## config.mk

```make
export PLATFORM = sky130hd
export DESIGN_NAME = fetch_queue_flat
export DESIGN_NICKNAME = d
export VERILOG_FILES = /design/src/rtl/fetch_queue_if.sv /design/src/rtl/fetch_queue.sv /design/src/flat_wrapper.sv
export SDC_FILE = /design/constraint.sdc
export NUM_CORES = 1
export LEC_CHECK = 0
export BUFFER_PORTS_ARGS = -buffer_cell sky130_fd_sc_hd__buf_4
export CORE_MARGIN = 3
export CORE_UTILIZATION = 51
export DETAILED_ROUTE_END_ITERATION = 10
export GPL_TIMING_DRIVEN = 0
export PLACE_DENSITY = 0.81
export SYNTH_ARGS = -nofsm -noshare
export SYNTH_HDL_FRONTEND = slang
export SYNTH_SLANG_ARGS = --single-unit
```

## constraint.sdc

```tcl
create_clock -name clk -period 4.9 [get_ports clk]
set_input_delay 0.49 -clock clk [delete_from_list [all_inputs] [get_ports clk]]
set_output_delay 0.49 -clock clk [all_outputs]
set_load 0.1 [all_outputs]
```

## src/rtl/fetch_queue_if.sv

```systemverilog
// Handshake bundle between fetch, the fetch queue and decode.
// The master side is the fetch/decode environment; the slave side is the queue itself.
interface fetch_queue_if #(
    parameter int DEPTH = 4
);
    localparam int CW = $clog2(DEPTH) + 1;

    logic [31:0]   pc_in;
    logic [31:0]   instr_in;
    logic          fetch_valid;
    logic          fetch_ready;
    logic          flush;
    logic          dec_valid;
    logic          dec_ready;
    logic [31:0]   dec_pc;
    logic [31:0]   dec_instr;
    logic [31:0]   dec_pc8;
    logic [CW-1:0] count;

    modport master (
        output pc_in, instr_in, fetch_valid, flush, dec_ready,
        input  fetch_ready, dec_valid, dec_pc, dec_instr, dec_pc8, count
    );

    modport slave (
        input  pc_in, instr_in, fetch_valid, flush, dec_ready,
        output fetch_ready, dec_valid, dec_pc, dec_instr, dec_pc8, count
    );
endinterface

```

## src/rtl/fetch_queue.sv

```systemverilog
// In-order instruction fetch queue between IF and ID; all outputs come straight from registers.
// Head-of-queue outputs are precomputed from next-state so decode sees a new entry right after its push edge.
module fetch_queue #(
    parameter int          DEPTH    = 4,
    parameter logic [31:0] RESET_PC = 32'h0000_3000
) (
    input  logic          clk,
    input  logic          reset,
    fetch_queue_if.slave  bus
);
    localparam int PW = $clog2(DEPTH);
    localparam int CW = PW + 1;
    localparam logic [CW-1:0] FULL_CNT = CW'(DEPTH);

    logic [63:0]   mem_r [DEPTH];
    logic [PW-1:0] rd_ptr_r;
    logic [PW-1:0] wr_ptr_r;
    logic [CW-1:0] count_r;
    logic          fetch_ready_r;
    logic          dec_valid_r;
    logic [31:0]   dec_pc_r;
    logic [31:0]   dec_instr_r;
    logic [31:0]   dec_pc8_r;

    logic          push_s;
    logic          pop_s;
    logic [PW-1:0] rd_next_s;
    logic [PW-1:0] wr_next_s;
    logic [CW-1:0] count_next_s;
    logic [31:0]   head_pc_s;
    logic [31:0]   head_instr_s;

    // Handshake qualification and next pointer/occupancy; flush discards any push or pop.
    always_comb begin
        push_s       = bus.fetch_valid & fetch_ready_r & ~bus.flush;
        pop_s        = dec_valid_r & bus.dec_ready & ~bus.flush;
        rd_next_s    = rd_ptr_r;
        wr_next_s    = wr_ptr_r;
        count_next_s = count_r;
        if (bus.flush) begin
            rd_next_s    = {PW{1'b0}};
            wr_next_s    = {PW{1'b0}};
            count_next_s = {CW{1'b0}};
        end else begin
            if (pop_s) begin
                rd_next_s = rd_ptr_r + PW'(1'b1);
            end else begin
                rd_next_s = rd_ptr_r;
            end
            if (push_s) begin
                wr_next_s = wr_ptr_r + PW'(1'b1);
            end else begin
                wr_next_s = wr_ptr_r;
            end
            case ({push_s, pop_s})
                2'b10:   count_next_s = count_r + CW'(1'b1);
                2'b01:   count_next_s = count_r - CW'(1'b1);
                default: count_next_s = count_r;
            endcase
        end
    end

    // Next head entry; a word landing in the slot that becomes head is forwarded from the inputs.
    always_comb begin
        head_pc_s    = RESET_PC;
        head_instr_s = 32'h0000_0000;
        if (count_next_s == {CW{1'b0}}) begin
            head_pc_s    = RESET_PC;
            head_instr_s = 32'h0000_0000;
        end else if (push_s && (wr_ptr_r == rd_next_s)) begin
            head_pc_s    = bus.pc_in;
            head_instr_s = bus.instr_in;
        end else begin
            head_pc_s    = mem_r[rd_next_s][63:32];
            head_instr_s = mem_r[rd_next_s][31:0];
        end
    end

    // Entry storage; contents are deliberately left untouched by reset and flush.
    always_ff @(posedge clk) begin
        if (!reset && push_s) begin
            mem_r[wr_ptr_r] <= {bus.pc_in, bus.instr_in};
        end else begin
            mem_r[wr_ptr_r] <= mem_r[wr_ptr_r];
        end
    end

    // Pointers, occupancy and registered decode-side outputs.
    always_ff @(posedge clk) begin
        if (reset) begin
            rd_ptr_r      <= {PW{1'b0}};
            wr_ptr_r      <= {PW{1'b0}};
            count_r       <= {CW{1'b0}};
            fetch_ready_r <= 1'b1;
            dec_valid_r   <= 1'b0;
            dec_pc_r      <= RESET_PC;
            dec_instr_r   <= 32'h0000_0000;
            dec_pc8_r     <= RESET_PC + 32'd8;
        end else begin
            rd_ptr_r      <= rd_next_s;
            wr_ptr_r      <= wr_next_s;
            count_r       <= count_next_s;
            fetch_ready_r <= (count_next_s != FULL_CNT);
            dec_valid_r   <= (count_next_s != {CW{1'b0}});
            dec_pc_r      <= head_pc_s;
            dec_instr_r   <= head_instr_s;
            dec_pc8_r     <= head_pc_s + 32'd8;
        end
    end

    assign bus.fetch_ready = fetch_ready_r;
    assign bus.dec_valid   = dec_valid_r;
    assign bus.dec_pc      = dec_pc_r;
    assign bus.dec_instr   = dec_instr_r;
    assign bus.dec_pc8     = dec_pc8_r;
    assign bus.count       = count_r;
endmodule

```

## src/flat_wrapper.sv

```systemverilog
// flat-port wrapper written by rule: the top's interface ports become plain ports
module fetch_queue_flat 
#(
    parameter int          DEPTH    = 4,
    parameter logic [31:0] RESET_PC = 32'h0000_3000
)
  (clk, reset, bus_pc_in, bus_instr_in, bus_fetch_valid, bus_flush, bus_dec_ready, bus_fetch_ready, bus_dec_valid, bus_dec_pc, bus_dec_instr, bus_dec_pc8, bus_count);
  fetch_queue_if #(.DEPTH(DEPTH)) bus_i ();
  input  logic clk;
  input  logic reset;
  input wire logic [$bits(bus_i.pc_in)-1:0] bus_pc_in;
  input wire logic [$bits(bus_i.instr_in)-1:0] bus_instr_in;
  input wire logic [$bits(bus_i.fetch_valid)-1:0] bus_fetch_valid;
  input wire logic [$bits(bus_i.flush)-1:0] bus_flush;
  input wire logic [$bits(bus_i.dec_ready)-1:0] bus_dec_ready;
  output wire logic [$bits(bus_i.fetch_ready)-1:0] bus_fetch_ready;
  output wire logic [$bits(bus_i.dec_valid)-1:0] bus_dec_valid;
  output wire logic [$bits(bus_i.dec_pc)-1:0] bus_dec_pc;
  output wire logic [$bits(bus_i.dec_instr)-1:0] bus_dec_instr;
  output wire logic [$bits(bus_i.dec_pc8)-1:0] bus_dec_pc8;
  output wire logic [$bits(bus_i.count)-1:0] bus_count;
  assign bus_i.pc_in = bus_pc_in;
  assign bus_i.instr_in = bus_instr_in;
  assign bus_i.fetch_valid = bus_fetch_valid;
  assign bus_i.flush = bus_flush;
  assign bus_i.dec_ready = bus_dec_ready;
  assign bus_fetch_ready = bus_i.fetch_ready;
  assign bus_dec_valid = bus_i.dec_valid;
  assign bus_dec_pc = bus_i.dec_pc;
  assign bus_dec_instr = bus_i.dec_instr;
  assign bus_dec_pc8 = bus_i.dec_pc8;
  assign bus_count = bus_i.count;
  fetch_queue #(.DEPTH(DEPTH), .RESET_PC(RESET_PC)) u_core (.clk(clk), .reset(reset), .bus(bus_i));
endmodule
```

==> reports/summary.txt <==
Synth area leader -> edfxtp_1
placed cell count -> 1772
Setup crit end kind -> flop
CP Data Required Time -> 5.29 ns
die height -> 175 um
Final Cell Area -> 17800 um^2
main area contributors after synthesis -> edfxtp_1, dfxtp_1, nand2_1
vias in the first global route -> 10700
Yosys top cell area share -> 0.525
row count -> 61
Fin Clk Skew -> 0.0238 ns
Post-Syn Nets -> 1297
worst ir drop on vdd -> 0.000331 V
Layout area overhead -> 21.4%
total grt overflow -> 0
Non-Filler Instances -> 1839
GRT Total Usage -> 0.241
Synth Area in Adders -> 0.00650
Cells after Synth -> 1221
largest family of logic cells by synthesized area -> simple AND/OR/NAND/NOR gates
Synth Area in XOR/XNOR -> 0.0126
Final Setup Violations -> 0
Clock Path Buffers -> 3
port bufs -> 169
CTS H-Tree Depth -> 2
clk slew on worst S/H paths -> 0.06 ns
Starting Density -> 0.522
commonest non-fill, non-tap cells in the layout -> edfxtp_1, nand2_1, buf_4
Die W -> 175 um
Worst-Margin Slew -> 0.759 ns
CTS tree -> done
Synth cell types -> 81
initial DRC count -> 1162
final WL -> 37900 um
hold_ws -> 0.165 ns
initial antenna violation count -> 0
Root Buffer -> clkbuf_16
post-CTS setup buffers -> 0
yosys warns -> 0
DP Area -> 16500 um^2
Leak -> 6.56 nW
Via density -> 5.81
Num CTS Buffers -> 37
Fill cells -> 2070
Top Ports -> 170
RSZ-0062 raised after global routing -> no
final hold viol count -> 0
final count of pins violating max slew -> 0
average wire per standard cell -> 20.6 um
Max-Cap Viols -> 0
DIE AREA -> 30800 um^2
status -> finished clean
Setup Crit Path Kind -> in2reg
EDFF count, synth -> 256
register area share after synthesis -> 0.665
Avg Cell Area, Syn -> 12.0 um^2
min-delay worst type -> in2reg
ant diodes -> 0
mux cell area share after synthesis -> 0.0329
Via Count -> 10700
commonest non-fill, non-tap cell in the layout -> edfxtp_1
fin crit period -> 4.50 ns
Yosys reg bits -> 358
largest net degree at the start of global routing -> 59
critical path arrival -> 4.90 ns
critical-path maximum fanout -> 10
CTS sink cnt -> 358
FF-to-FF setup slack -> 0.48 ns
core area -> 28000 um^2
Mapped Area -> 14600 um^2
fmax -> 222 MHz
Final Cycle Share -> 0.919
most common flop cell mapped by yosys -> edfxtp_1
DRC viols -> 0
fin nets -> 1509
first-pass GRT wire length -> 58400 um
simple-gate area share of the yosys netlist -> 0.164
Synth Area in Compound Gates -> 0.0883
Placer Congestion -> 0.865
Post-DRT Antenna Nets -> 0
Post-CTS Hold Buffers -> 0
pwr dens -> 377 nW/um^2
ys async rst share -> 0
layout cells sized above 1 -> 0.218
Worst-Skew Late Latency -> 0.53 ns
hpwl dp -> 25100 um
drt first pass iters -> 5
Startpoint Class -> input port
slew margin rel. -> 0.489
[worst max-delay path: stages]
cell	delay [ns]
buf_4	0.10
buf_2	0.23
clkbuf_2	0.30
clkbuf_2	0.33
nor2_1	0.09
ha_1	0.23
fa_1	0.38
xor2_1	0.23
xnor2_1	0.12
a221o_1	0.56
clkbuf_2	0.30
a21oi_1	0.26
ha_1	0.30
nand3_2	0.21
or3_1	0.42
o41ai_2	0.22
a21oi_1	0.12
[cells in the mapped netlist, types with 9 or more instances]
cell,count
dfxtp_1,102
mux2i_1,25
and2_1,14
inv_1,9
and3_1,12
a21oi_1,67
mux2_2,13
a21o_1,9
edfxtp_1,256
nor2b_1,16
nand2_1,242
buf_2,14
o21ai_0,10
nand3_1,129
xnor2_1,13
clkbuf_1,46
o22ai_1,17
a22oi_1,10
nor2_1,55
[registers in the layout (all words and copies together) (netlist names)]
name                    count
u_core.bus.count            3
u_core.bus.dec_instr       32
u_core.bus.dec_pc          29
u_core.bus.dec_pc8         32
u_core.bus.dec_valid        1
u_core.bus.fetch_ready      1
u_core.mem_r              256
u_core.rd_ptr_r             2
u_core.wr_ptr_r             2
[power by group]
part / leakage (nW) / internal [mW] / switching [mW]
combinational: 2.80 / 0.146 / 0.386
clock: 0.626 / 1.68 / 1.19
sequential: 3.14 / 3.29 / 0.0156
total: 6.56 / 5.12 / 1.59
[area by class of cell]
class	count	area, um^2	share of cell area
Multi-Input combinational cell	771	4480	0.252
Clock inverter	18	223	0.0125
Sequential cell	358	9730	0.548
Buffer	83	419	0.0236
Timing Repair Buffer	173	1360	0.0768
Tap cell	378	473	0.0266
Inverter	9	33.8	0.00190
Clock buffer	49	1040	0.0587
[path summary, 6_finish.rpt]
path | start | depth (start not counted) | endpoint
setup reg to reg | u_core.bus.dec_valid | 15 | u_core.bus.dec_pc8[29]
hold reg to reg | u_core.wr_ptr_r[1] | 2 | u_core.wr_ptr_r[1]
setup / recovery | bus_flush | 17 | u_core.bus.dec_pc8[29]
hold / removal | bus_instr_in[19] | 1 | u_core.mem_r[0][19]
[per-layer routing]
layer | part of all wire | vias to the layer above | wire, um | GRT usage
li1 | - | 4850 | - | -
met1 | 0.38 | 5134 | 14600 | 0.311
met2 | 0.49 | 605 | 18500 | 0.403
met3 | 0.094 | 92 | 3540 | 0.0489
met4 | 0.034 | 0 | 1270 | 0.0944
met5 | 0 | - | 0 | 0
[logic make-up after synthesis]
kind of cell / Yosys count
XOR/XNOR: 21
flip-flops: 358
multiplexers: 45
AO/OA/AOI/OAI: 184
adder cells (fa/ha/maj): 7
AND/OR/NAND/NOR: 514
buffers and inverters: 92
[repair_timing]
| item | CTS | global route |
|---|---|---|
| setup endpoints to repair | 15 | 18 |
| cloned | 0 | 0 |
| gates resized for setup | 2 | 9 |
[metrics by stage]
step | TNS [ns] | setup slack (ns) | power, mW | utilization
final | 0 | 0.395 | 6.71 | 0.634
after global routing | 0 | 0.0698 | 6.89 | 0.634
after CTS | 0 | 0.0963 | 6.73 | 0.634
after detailed placement | -23.03 | -0.781 | 3.89 | 0.589
after global placement | -18.91 | -0.680 | 3.88 | 0.585
after floorplan | 0 | 0.586 | 3.70 | -
Note: power is estimated with default switching activity, not from simulation.
